## src/rtl/kolibri_pkg.sv

```systemverilog
// Shared definitions for the Kolibri SD-card SPI master: register indices,
// register bit positions and the shift-engine state encoding.
package kolibri_pkg;

    localparam logic [1:0] REG_DATA   = 2'd0;
    localparam logic [1:0] REG_CTRL   = 2'd1;
    localparam logic [1:0] REG_DIV    = 2'd2;
    localparam logic [1:0] REG_STATUS = 2'd3;

    localparam int CTRL_SEL0 = 0;
    localparam int CTRL_SEL1 = 1;
    localparam int CTRL_IE   = 7;

    localparam int STAT_BUSY = 7;
    localparam int STAT_DONE = 6;
    localparam int STAT_OVR  = 5;

    typedef enum logic [1:0] {
        IDLE = 2'd0,
        LO   = 2'd1,
        HI   = 2'd2
    } spi_state_t;

endpackage

```

## src/rtl/kolibri_spi_if.sv

```systemverilog
// Pin bundle of the SPI master: 6309 bus window on one side, SD-card slots on the other.
// The slave modport is the SPI block itself; master is whoever drives the bus and the card.
interface kolibri_spi_if;

    logic       nE;
    logic       nSPICS;
    logic       RW;
    logic [1:0] A;
    logic [7:0] D_IN;
    logic [7:0] D_OUT;
    logic       D_OE;
    logic       MISO;
    logic       MOSI;
    logic       SCLK;
    logic       nSD0;
    logic       nSD1;
    logic       nIRQ;

    modport slave (
        input  nE, nSPICS, RW, A, D_IN, MISO,
        output D_OUT, D_OE, MOSI, SCLK, nSD0, nSD1, nIRQ
    );

    modport master (
        output nE, nSPICS, RW, A, D_IN, MISO,
        input  D_OUT, D_OE, MOSI, SCLK, nSD0, nSD1, nIRQ
    );

endinterface

```

## src/rtl/kolibri_bus_sync.sv

```systemverilog
// Brings the asynchronous 6309 bus into the 48 MHz domain and emits one
// write or read strobe per bus cycle, on the synchronised rising edge of nE.
module kolibri_bus_sync #(
    parameter int SYNC_STAGES = 2
) (
    input  logic       clk,
    input  logic       rst,
    input  logic       ne,
    input  logic       nspics,
    input  logic       rw,
    input  logic [1:0] a,
    input  logic [7:0] d_in,
    output logic       wr_stb,
    output logic       rd_stb,
    output logic [1:0] a_lat,
    output logic [7:0] d_lat
);

    logic [SYNC_STAGES-1:0] ne_sync_q, ne_sync_d;
    logic                   ne_prev_q, ne_prev_d;
    logic                   cs_q, cs_d;
    logic                   rw_q, rw_d;
    logic [1:0]             a_q, a_d;
    logic [7:0]             din_q, din_d;
    logic                   ne_rise;

    always_comb begin
        ne_sync_d    = ne_sync_q << 1;
        ne_sync_d[0] = ne;
        ne_prev_d    = ne_sync_q[SYNC_STAGES-1];
        cs_d         = nspics;
        rw_d         = rw;
        a_d          = a;
        din_d        = d_in;
    end

    // Idle bus is nE high, so the chain resets high to avoid a false edge.
    always_ff @(posedge clk or posedge rst) begin
        if (rst) begin
            ne_sync_q <= '1;
            ne_prev_q <= 1'b1;
            cs_q      <= 1'b1;
            rw_q      <= 1'b1;
            a_q       <= 2'd0;
            din_q     <= 8'h00;
        end else begin
            ne_sync_q <= ne_sync_d;
            ne_prev_q <= ne_prev_d;
            cs_q      <= cs_d;
            rw_q      <= rw_d;
            a_q       <= a_d;
            din_q     <= din_d;
        end
    end

    assign ne_rise = ne_sync_q[SYNC_STAGES-1] & ~ne_prev_q;
    assign wr_stb  = ne_rise & ~cs_q & ~rw_q;
    assign rd_stb  = ne_rise & ~cs_q &  rw_q;
    assign a_lat   = a_q;
    assign d_lat   = din_q;

endmodule

```

## src/rtl/kolibri_spi.sv

```systemverilog
// SPI master (mode 0, MSB first) for the two SD-card slots behind $FE20-$FE23.
// Define KOLIBRI_SPI_IRQ_EN to build the CTRL.IE bit and the registered nIRQ output.
module kolibri_spi
    import kolibri_pkg::*;
#(
    parameter int DIV_RST     = 59,
    parameter int SYNC_STAGES = 2
) (
    input  logic         MHZ48,
    input  logic         RES,
    kolibri_spi_if.slave bus
);

    logic       wr_stb, rd_stb;
    logic [1:0] a_lat;
    logic [7:0] d_lat;

    spi_state_t state_q, state_d;
    logic [7:0] shift_q, shift_d;
    logic [7:0] rx_q, rx_d;
    logic [7:0] div_q, div_d;
    logic [7:0] wdiv_q, wdiv_d;
    logic [7:0] div_cnt_q, div_cnt_d;
    logic [2:0] bit_cnt_q, bit_cnt_d;
    logic       sclk_q, sclk_d;
    logic       mosi_q, mosi_d;
    logic       sel0_q, sel0_d;
    logic       sel1_q, sel1_d;
    logic       done_q, done_d;
    logic       ovr_q, ovr_d;
    logic       busy;
    logic       ie;
    logic [7:0] d_out;

`ifdef KOLIBRI_SPI_IRQ_EN
    logic ie_q, ie_d;
    logic nirq_q, nirq_d;
    assign ie = ie_q;
`else
    assign ie = 1'b0;
`endif

    kolibri_bus_sync #(
        .SYNC_STAGES(SYNC_STAGES)
    ) u_bus_sync (
        .clk    (MHZ48),
        .rst    (RES),
        .ne     (bus.nE),
        .nspics (bus.nSPICS),
        .rw     (bus.RW),
        .a      (bus.A),
        .d_in   (bus.D_IN),
        .wr_stb (wr_stb),
        .rd_stb (rd_stb),
        .a_lat  (a_lat),
        .d_lat  (d_lat)
    );

    assign busy = (state_q != IDLE);

    always_comb begin
        state_d   = state_q;
        shift_d   = shift_q;
        rx_d      = rx_q;
        div_d     = div_q;
        wdiv_d    = wdiv_q;
        div_cnt_d = div_cnt_q;
        bit_cnt_d = bit_cnt_q;
        sclk_d    = sclk_q;
        mosi_d    = mosi_q;
        sel0_d    = sel0_q;
        sel1_d    = sel1_q;
        done_d    = done_q;
        ovr_d     = ovr_q;
`ifdef KOLIBRI_SPI_IRQ_EN
        ie_d      = ie_q;
        nirq_d    = ~(ie_q & done_q);
`endif

        if (wr_stb) begin
            case (a_lat)
                REG_DATA: begin
                    if (state_q == IDLE) begin
                        shift_d   = d_lat;
                        wdiv_d    = div_q;
                        div_cnt_d = div_q;
                        bit_cnt_d = 3'd7;
                        mosi_d    = d_lat[7];
                        sclk_d    = 1'b0;
                        done_d    = 1'b0;
                        state_d   = LO;
                    end else begin
                        ovr_d = 1'b1;
                    end
                end
                REG_CTRL: begin
                    sel0_d = d_lat[CTRL_SEL0];
                    sel1_d = d_lat[CTRL_SEL1];
`ifdef KOLIBRI_SPI_IRQ_EN
                    ie_d   = d_lat[CTRL_IE];
`endif
                end
                REG_DIV:  div_d = d_lat;
                default: ;
            endcase
        end

        if (rd_stb && (a_lat == REG_DATA)) begin
            done_d = 1'b0;
            ovr_d  = 1'b0;
        end

        // Evaluated after the bus so that a completing transfer wins over a DATA-read clear.
        case (state_q)
            IDLE: ;
            LO: begin
                if (div_cnt_q == 8'd0) begin
                    sclk_d    = 1'b1;
                    shift_d   = {shift_q[6:0], bus.MISO};
                    div_cnt_d = wdiv_q;
                    state_d   = HI;
                end else begin
                    div_cnt_d = div_cnt_q - 8'd1;
                end
            end
            HI: begin
                if (div_cnt_q == 8'd0) begin
                    sclk_d    = 1'b0;
                    div_cnt_d = wdiv_q;
                    if (bit_cnt_q == 3'd0) begin
                        rx_d    = shift_q;
                        mosi_d  = 1'b1;
                        done_d  = 1'b1;
                        state_d = IDLE;
                    end else begin
                        bit_cnt_d = bit_cnt_q - 3'd1;
                        mosi_d    = shift_q[7];
                        state_d   = LO;
                    end
                end else begin
                    div_cnt_d = div_cnt_q - 8'd1;
                end
            end
            default: state_d = IDLE;
        endcase
    end

    always_ff @(posedge MHZ48 or posedge RES) begin
        if (RES) begin
            state_q   <= IDLE;
            shift_q   <= 8'h00;
            rx_q      <= 8'hFF;
            div_q     <= 8'(DIV_RST);
            wdiv_q    <= 8'(DIV_RST);
            div_cnt_q <= 8'h00;
            bit_cnt_q <= 3'd0;
            sclk_q    <= 1'b0;
            mosi_q    <= 1'b1;
            sel0_q    <= 1'b0;
            sel1_q    <= 1'b0;
            done_q    <= 1'b0;
            ovr_q     <= 1'b0;
`ifdef KOLIBRI_SPI_IRQ_EN
            ie_q      <= 1'b0;
            nirq_q    <= 1'b1;
`endif
        end else begin
            state_q   <= state_d;
            shift_q   <= shift_d;
            rx_q      <= rx_d;
            div_q     <= div_d;
            wdiv_q    <= wdiv_d;
            div_cnt_q <= div_cnt_d;
            bit_cnt_q <= bit_cnt_d;
            sclk_q    <= sclk_d;
            mosi_q    <= mosi_d;
            sel0_q    <= sel0_d;
            sel1_q    <= sel1_d;
            done_q    <= done_d;
            ovr_q     <= ovr_d;
`ifdef KOLIBRI_SPI_IRQ_EN
            ie_q      <= ie_d;
            nirq_q    <= nirq_d;
`endif
        end
    end

    always_comb begin
        d_out = 8'h00;
        case (bus.A)
            REG_DATA: d_out = rx_q;
            REG_CTRL: begin
                d_out[CTRL_SEL0] = sel0_q;
                d_out[CTRL_SEL1] = sel1_q;
                d_out[CTRL_IE]   = ie;
            end
            REG_DIV:  d_out = div_q;
            REG_STATUS: begin
                d_out[STAT_BUSY] = busy;
                d_out[STAT_DONE] = done_q;
                d_out[STAT_OVR]  = ovr_q;
            end
            default: d_out = 8'h00;
        endcase
    end

    // SEL0 masks SEL1 so two cards can never drive MISO together.
    assign bus.D_OUT = d_out;
    assign bus.D_OE  = ~bus.nSPICS & bus.RW & ~bus.nE;
    assign bus.SCLK  = sclk_q;
    assign bus.MOSI  = mosi_q;
    assign bus.nSD0  = ~sel0_q;
    assign bus.nSD1  = ~(sel1_q & ~sel0_q);
`ifdef KOLIBRI_SPI_IRQ_EN
    assign bus.nIRQ  = nirq_q;
`else
    assign bus.nIRQ  = 1'b1;
`endif

endmodule

```

## src/flat_wrapper.sv

```systemverilog
// flat-port wrapper written by rule: the top's interface ports become plain ports
module kolibri_spi_flat import kolibri_pkg::*;
#(
    parameter int DIV_RST     = 59,
    parameter int SYNC_STAGES = 2
)
  (MHZ48, RES, bus_nE, bus_nSPICS, bus_RW, bus_A, bus_D_IN, bus_MISO, bus_D_OUT, bus_D_OE, bus_MOSI, bus_SCLK, bus_nSD0, bus_nSD1, bus_nIRQ);
  kolibri_spi_if bus_i ();
  input  logic MHZ48;
  input  logic RES;
  input wire logic [$bits(bus_i.nE)-1:0] bus_nE;
  input wire logic [$bits(bus_i.nSPICS)-1:0] bus_nSPICS;
  input wire logic [$bits(bus_i.RW)-1:0] bus_RW;
  input wire logic [$bits(bus_i.A)-1:0] bus_A;
  input wire logic [$bits(bus_i.D_IN)-1:0] bus_D_IN;
  input wire logic [$bits(bus_i.MISO)-1:0] bus_MISO;
  output wire logic [$bits(bus_i.D_OUT)-1:0] bus_D_OUT;
  output wire logic [$bits(bus_i.D_OE)-1:0] bus_D_OE;
  output wire logic [$bits(bus_i.MOSI)-1:0] bus_MOSI;
  output wire logic [$bits(bus_i.SCLK)-1:0] bus_SCLK;
  output wire logic [$bits(bus_i.nSD0)-1:0] bus_nSD0;
  output wire logic [$bits(bus_i.nSD1)-1:0] bus_nSD1;
  output wire logic [$bits(bus_i.nIRQ)-1:0] bus_nIRQ;
  assign bus_i.nE = bus_nE;
  assign bus_i.nSPICS = bus_nSPICS;
  assign bus_i.RW = bus_RW;
  assign bus_i.A = bus_A;
  assign bus_i.D_IN = bus_D_IN;
  assign bus_i.MISO = bus_MISO;
  assign bus_D_OUT = bus_i.D_OUT;
  assign bus_D_OE = bus_i.D_OE;
  assign bus_MOSI = bus_i.MOSI;
  assign bus_SCLK = bus_i.SCLK;
  assign bus_nSD0 = bus_i.nSD0;
  assign bus_nSD1 = bus_i.nSD1;
  assign bus_nIRQ = bus_i.nIRQ;
  kolibri_spi #(.DIV_RST(DIV_RST), .SYNC_STAGES(SYNC_STAGES)) u_core (.MHZ48(MHZ48), .RES(RES), .bus(bus_i));
endmodule
```

## config.mk

```make
export PLATFORM = sky130hd
export DESIGN_NAME = kolibri_spi_flat
export DESIGN_NICKNAME = d
export VERILOG_FILES = /design/src/rtl/kolibri_pkg.sv /design/src/rtl/kolibri_spi_if.sv /design/src/rtl/kolibri_bus_sync.sv /design/src/rtl/kolibri_spi.sv /design/src/flat_wrapper.sv
export SDC_FILE = /design/constraint.sdc
export NUM_CORES = 1
export LEC_CHECK = 0
export ABC_AREA = 1
export BUFFER_PORTS_ARGS = -buffer_cell sky130_fd_sc_hd__buf_4
export CORE_UTILIZATION = 30
export DETAILED_ROUTE_END_ITERATION = 6
export PLACE_DENSITY = 0.51
export SYNTH_ARGS = -nofsm -noshare
export SYNTH_HDL_FRONTEND = slang
export SYNTH_SLANG_ARGS = --single-unit
export TNS_END_PERCENT = 20
```

## constraint.sdc

```tcl
create_clock -name MHZ48 -period 4.7 [get_ports MHZ48]
set_input_delay 0.94 -clock MHZ48 [delete_from_list [all_inputs] [get_ports MHZ48]]
set_output_delay 0.94 -clock MHZ48 [all_outputs]
set_load 0.01 [all_outputs]
```

==> out/qor.txt, run 1 <==
Clock-pin slew on the worst setup and hold paths - 70 ps
Clock Tree Buf Depth - 2
Initial core utilization - 0.307
Final setup TNS - 0 ps
Power Density - 492 mW/mm²
Nets@finish - 466
Residual DRC count - 0
Synth area leader - dfrtp_1
Largest net degree at the start of global routing - 45
TritonCTS buffer count - 9
Mapped cell area - 0.00332 mm²
Buffers on Ports - 28
First-pass GRT wire length - 13100 µm
Area Growth Syn to Fin - 16.1%
Number of global-route vias before repair - 2582
Max Clk Rate - 0.355 GHz
Share of cells above drive strength 1 - 0.226
WL per Instance - 13.2 µm
Post-DRT Antenna Nets - 0
Worst R2R Setup Slack - 2620 ps
Async set-or-reset flop fraction in the synthesized netlist - 1.00
Avg Vias per Cell - 4.44
Diode count - 0
Synth top area share - 0.317
Final Non-Filler Cells - 587
Count leader, synth - nand2_1
Register bit total from synthesis - 66
Gates resized, CTS repair - 0
Minimum clock period - 2820 ps
Placed cell count - 571
Number of antenna violations at the first check in global routing - 0
Worst slew pin tran - 951 ps
Final Max Tran Viols - 0
RR Startpoint - u_core.state_q[0]
Hold crit path type - flip-flop to flip-flop
Routability cong. - 0.786
Post-Syn Instances - 410
Library cells used by synthesis - 30
Status - completed
Worst setup EP type - primary output
First-pass DRT Iterations - 4
Seq/Total Area, Yosys - 0.507
Clk_lat worst skew - 340 ps
Die span in x - 107 µm
Leakage - 1.87 nW
Area contributors post-synth - dfrtp_1 (32%), dfstp_2 (19%), nand2_1 (14%)
Worst setup path endpoint - bus_D_OUT[7]
RSZ-0062 raised after global routing - false
Mapped Nets - 434
Final hold viol count - 0
Post-CTS Hold Fix Bufs - 0
Die area - 0.0115 mm²
GRT Overall Usage - 0.151
Synth top cells by count - nand2_1 (127), inv_1 (51), dfrtp_1 (42)
Avg Cell Area, Syn - 8.09 µm²
Boundary pin count - 30
Maximum fanout along the worst path - 6
Rows - 38
Crit Path Category - input port to primary output
Slew HR - 0.365
H-tree levels - 3
CTS tree - yes
Setup Buffers After CTS - 0
Worst setup SP type - input port
Vias - 2608
Reg-to-reg endpoint - u_core.div_cnt_q[5]
Synth Warn # - 0
Setup violators final - 0
Tcrit/Tclk final - 0.600
Number of max-cap violations - 0
DP Wirelength - 5550 µm
Core ar. - 0.0108 mm²
Crit path required time - 3760 ps
CTS root buf - clkbuf_8
R2R cell count - 9
CP Data Arrival Time - 1880 ps
Die Span Y - 107 µm
DR iter-0 viols - 105
Worst vdd ir - 159 µV
Post-synth EDFFs - 0
GR Overflow Total - 0
Clk sinks - 66
Final wirelength - 7750 µm
Final Skew - 9.55 ps
Main flop type after synthesis - dfrtp_1
Hold path cells - 0
Worst setup path start - bus_A[1]
metal layers:
metal | routed length [µm] | vias up | share of wire | track usage
met4 | 61 | 0 | 0.0079 | 0.0499
met5 | 0 | - | 0 | 0
met3 | 256 | 5 | 0.033 | 0.0292
li1 | - | 1342 | - | -
met1 | 3870 | 1220 | 0.50 | 0.198
met2 | 3570 | 41 | 0.46 | 0.250
how the worst min path moves through the flow:
stage	startpoint	end	slack, ps
detailed placement	u_core.u_bus_sync.ne_sync_q[0]	u_core.u_bus_sync.ne_sync_q[1]	350
global route	u_core.u_bus_sync.ne_sync_q[0]	u_core.u_bus_sync.ne_sync_q[1]	360
global placement	u_core.u_bus_sync.ne_sync_q[0]	u_core.u_bus_sync.ne_sync_q[1]	350
floorplan	u_core.u_bus_sync.ne_sync_q[0]	u_core.u_bus_sync.ne_sync_q[1]	350
CTS	u_core.u_bus_sync.ne_sync_q[0]	u_core.u_bus_sync.ne_sync_q[1]	360
finish	u_core.u_bus_sync.ne_sync_q[0]	u_core.u_bus_sync.ne_sync_q[1]	360
flip-flops by register name (all words and copies together), names as in the netlist:
name / flops
u_core.done_q: 1
u_core.div_q: 8
u_core.u_bus_sync.ne_sync_q: 2
u_core.div_cnt_q: 8
u_core.rx_q: 8
u_core.bus.MOSI: 1
u_core.u_bus_sync.cs_q: 1
u_core.u_bus_sync.d_lat: 8
u_core.shift_q: 8
u_core.bit_cnt_q: 3
u_core.sel1_q: 1
u_core.bus.SCLK: 1
u_core.sel0_q: 1
u_core.u_bus_sync.a_lat: 2
u_core.ovr_q: 1
u_core.state_q: 2
u_core.u_bus_sync.rw_q: 1
u_core.u_bus_sync.ne_prev_q: 1
u_core.wdiv_q: 8
power by group:
group	internal (mW)	switching, mW	leakage, nW	total, mW
sequential	0.722	0.111	0.766	0.833
clock	0.246	0.233	0.0925	0.479
combinational	0.213	0.369	1.01	0.582
total	1.18	0.714	1.87	1.89
area by class of cell:
cell class / instances / area, µm²
clock buffers: 10 / 128
clock inverters: 6 / 67.6
flip-flops and latches: 66 / 1680
well taps: 140 / 175
multi-input cells: 277 / 1360
inverters: 59 / 221
fillers: 1127 / 6940
repair buffers: 29 / 218
critical path: stages:
cell and delay, ps:
buf_4 110, inv_1 60, nor2_1 150, inv_1 130, o221ai_1 290, buf_4 190
cell usage in the layout, fill, tap and decap left out, types with 2 or more instances in the layout:
cell type and count:
a21oi_1 9, nand3_2 3, o211ai_1 2, nand2_2 3
dfstp_2 24, inv_2 9, nand4_1 3, nand2_1 127
nor2_4 3, clkbuf_8 9, ha_1 8, o21ai_2 8
nor2_2 4, buf_4 29, o21ai_0 21, dfrtp_1 42
inv_1 50, nor2_1 39, o21ai_1 10, clkinvlp_4 2
nand3_1 29, clkinv_4 2
logic make-up (layout without fill, tap and decap cells):
logic type,count (synthesis),count (layout),synth area share
fa+ha+maj,8,8,0.0302
xor+xnor,1,1,0.00264
other cells,1,1,0.00113
simple gates,214,214,0.283
flops,66,66,0.507
compound gates,53,53,0.0932
buf+inv,67,104,0.0826
metrics by stage:
stage,worst slack (ps),hold slack [ps],instance area [µm²],power (mW),util
finish,1880,359,3850,1.89,0.357
global route,1810,364,3850,2.05,0.357
CTS,1880,362,3850,1.92,0.357
detailed placement,1880,349,3660,1.43,0.339
global placement,1880,348,3660,1.42,0.339
floorplan,2140,345,3320,1.26,-
No activity file was read; power rests on OpenSTA's default activity.
==> inputs of run 2 (changes only) <==
--- a/config.mk
+++ b/config.mk
@@ -5,7 +5,7 @@
 export SDC_FILE = /design/constraint.sdc
 export NUM_CORES = 1
 export LEC_CHECK = 0
-export ABC_AREA = 1
+export ABC_AREA = 0
 export BUFFER_PORTS_ARGS = -buffer_cell sky130_fd_sc_hd__buf_4
 export CORE_UTILIZATION = 30
 export DETAILED_ROUTE_END_ITERATION = 6
==> constraint.sdc (replaced) <==
create_clock -name MHZ48 -period 2.9 [get_ports MHZ48]
set_input_delay 0.58 -clock MHZ48 [delete_from_list [all_inputs] [get_ports MHZ48]]
set_output_delay 0.58 -clock MHZ48 [all_outputs]
set_load 0.01 [all_outputs]
==> out/qor.txt, run 2 <==
Post-Syn Instances - 294 (was 410)
Worst-path cell chain - inv_1 > ha_1 > inv_1 > mux2_2 > a22o_1 > buf_4 (was buf_4 > inv_1 > nor2_1 > inv_1 > o221ai_1 > buf_4)
DP Wirelength - 5500 µm (was 5550 µm)
Main flop type after synthesis - dfrtp_1 (unchanged)
Residual DRC count - 0 (unchanged)
Leakage - 1.70 nW (was 1.87 nW)
Initial core utilization - 0.311 (was 0.307)
Mapped cell area - 0.00323 mm² (was 0.00332 mm²)
Synth area leader - dfrtp_1 (unchanged)
H-tree levels - 3 (unchanged)
Crit Path Category - flip-flop to primary output (was input port to primary output)
Share of cells above drive strength 1 - 0.333 (was 0.226)
Final Max Tran Viols - 0 (unchanged)
Final hold viol count - 0 (unchanged)
CP peak stage delay - 450 ps (was 290 ps)
Synth Warn # - 0 (unchanged)
CTS tree - yes (unchanged)
Async set-or-reset flop fraction in the synthesized netlist - 1.00 (unchanged)
Register bit total from synthesis - 66 (unchanged)
Post-synth EDFFs - 0 (unchanged)
Hold crit path type - input port to flip-flop (was flip-flop to flip-flop)
Reg-to-reg endpoint - u_core.shift_q[4] (was u_core.div_cnt_q[5])
Tcrit/Tclk final - 0.858
Area Growth Syn to Fin - 19.0% (was 16.1%)
Clock Tree Buf Depth - 2 (unchanged)
Filler cells - 1053 (was 1127)
Minimum clock period - 2490 ps
Area used by multi-input combinational logic - 0.00142 mm² (was 0.00136 mm²)
Avg Cell Area, Syn - 11.0 µm² (was 8.09 µm²)
TritonCTS buffer count - 9 (unchanged)
Number of max-cap violations - 0 (unchanged)
Post-DRT Antenna Nets - 0 (unchanged)
First-pass GRT wire length - 12800 µm (was 13100 µm)
Crit path top cell by count - inv_1
Worst vdd ir - 308 µV (was 159 µV)
Clk_lat worst skew - 340 ps (about the same)
Seq/Total Area, Yosys - 0.521 (was 0.507)
Tot Pwr - 3.44 mW (was 1.89 mW)
Slew HR - 0.488 (was 0.365)
Most frequent cells in the layout - nand2_1 (42), dfrtp_1 (42), buf_4 (35) (was nand2_1 (127), inv_1 (50), dfrtp_1 (42))
Die Span Y - 106 µm (was 107 µm)
Clk sinks - 66 (unchanged)
First-pass DRT Iterations - 4 (unchanged)
GRT Overall Usage - 0.151 (about the same)
DR iter-0 viols - 103 (was 105)
GR Overflow Total - 0 (unchanged)
Avg Vias per Cell - 5.06 (was 4.44)
Synth top area share - 0.326 (was 0.317)
CTS root buf - clkbuf_8 (unchanged)
Mapped Nets - 318 (was 434)
Largest net degree at the start of global routing - 35 (was 45)
Diode count - 0 (unchanged)
Core ar. - 0.0104 mm² (was 0.0108 mm²)
Fin util - 0.370 (was 0.357)
Worst setup EP type - primary output (unchanged)
Worst setup path start - u_core.state_q[1] (was bus_A[1])
Vias - 2375 (was 2608)
Worst R2R Setup Slack - 590 ps (was 2620 ps)
Area contributors post-synth - dfrtp_1 (33%), dfstp_2 (20%), mux2_2 (8.0%) (was dfrtp_1 (32%), dfstp_2 (19%), nand2_1 (14%))
Maximum fanout along the worst path - 6 (unchanged)
CP Buf/Inv Count - 3 (was 4)
Worst setup path endpoint - bus_D_OUT[7] (unchanged)
Hold wc startpoint - bus_D_IN[4] (was u_core.u_bus_sync.ne_sync_q[0])
Crit path required time - 2320 ps (was 3760 ps)
Status - completed (unchanged)
Final wirelength - 7760 µm (was 7750 µm)
Gates resized, CTS repair - 0 (unchanged)
Setup Buffers After CTS - 0 (unchanged)
Library cells used by synthesis - 55 (was 30)
WP depth - 6 (unchanged)
Rows - 37 (was 38)
Clock-pin slew on the worst setup and hold paths - 80 ps (was 70 ps)
Synth top cells by count - dfrtp_1 (42), nand2_1 (42), dfstp_2 (24) (was nand2_1 (127), inv_1 (51), dfrtp_1 (42))
Die area - 0.0112 mm² (was 0.0115 mm²)
RSZ-0062 raised after global routing - false (unchanged)
Number of antenna violations at the first check in global routing - 0 (unchanged)
CP Data Arrival Time - 1910 ps (was 1880 ps)
Setup violators final - 0 (unchanged)
Final setup TNS - 0 ps (unchanged)
Worst slew pin tran - 759 ps (was 951 ps)
Critical path's slowest cell - dfrtp_1 (was o221ai_1)
RR Startpoint - u_core.div_cnt_q[0] (was u_core.state_q[0])
Nets@finish - 352 (was 466)
Worst setup SP type - flip-flop (was input port)
R2R cell count - 5 (was 9)
Die span in x - 106 µm (was 107 µm)
Power Density - 896 mW/mm² (was 492 mW/mm²)
Max Clk Rate - 0.402 GHz
Buffers on Ports - 28 (unchanged)
Final Skew - 8.15 ps (was 9.55 ps)
WL per Instance - 16.6 µm (was 13.2 µm)
Boundary pin count - 30 (unchanged)
Number of global-route vias before repair - 2358 (was 2582)
CP top delay family - flip-flops (was buffers and inverters)
Routability cong. - 0.842 (was 0.786)
Post-CTS Hold Fix Bufs - 0 (unchanged)
Register Area - 0.00168 mm² (unchanged)
-- run 2: area by class of cell --
class	instances	area share
Sequential cell	66	0.438
Multi-Input combinational cell	200	0.370
Timing Repair Buffer	36	0.0736
Tap cell	136	0.0443
Clock buffer	10	0.0358
Clock inverter	6	0.0235
Inverter	15	0.0147
-- run 2: kinds of logic after synthesis --
| family | synth area share |
|---|---|
| AOI/OAI and AO/OA | 0.127 |
| adders and majority gates | 0.0310 |
| buffers and inverters | 0.0380 |
| DFF | 0.521 |
| muxes | 0.121 |
| other | 0.00116 |
| and+or+nand+nor | 0.161 |
-- run 2: worst min-delay path by stage --
stage                                           endpoint  slack [ps]  cells after the start
after CTS                     u_core.u_bus_sync.d_lat[4]         320                      1
final                         u_core.u_bus_sync.d_lat[4]         340                      1
after global placement    u_core.u_bus_sync.ne_sync_q[1]         350                      0
after global routing          u_core.u_bus_sync.d_lat[7]         310                      1
after floorplan           u_core.u_bus_sync.ne_sync_q[1]         350                      0
after detailed placement  u_core.u_bus_sync.ne_sync_q[1]         350                      0
-- run 2: routing by layer --
layer / GRT usage / share of wire / vias up
met5: 0 / 0 / -
met4: 0.0367 / 0.010 / 0
met3: 0.0421 / 0.048 / 8
met2: 0.236 / 0.47 / 62
met1: 0.207 / 0.47 / 1182
li1: - / - / 1123
-- run 2: report_power, final --
group,internal [mW],switching [mW]
logic,0.502,0.636
clock network,0.509,0.368
registers,1.19,0.236
-- run 2: per-stage QoR --
| step | cells | instance area (µm²) | setup slack [ps] | hold slack [ps] |
|---|---|---|---|---|
| after floorplan | 294 | 3230 | 705 | 345 |
| after global placement | 453 | 3610 | 660 | 348 |
| after detailed placement | 453 | 3610 | 568 | 354 |
| after CTS | 469 | 3840 | 412 | 324 |
| after global routing | 469 | 3840 | 285 | 312 |
| final | 469 | 3840 | 412 | 339 |
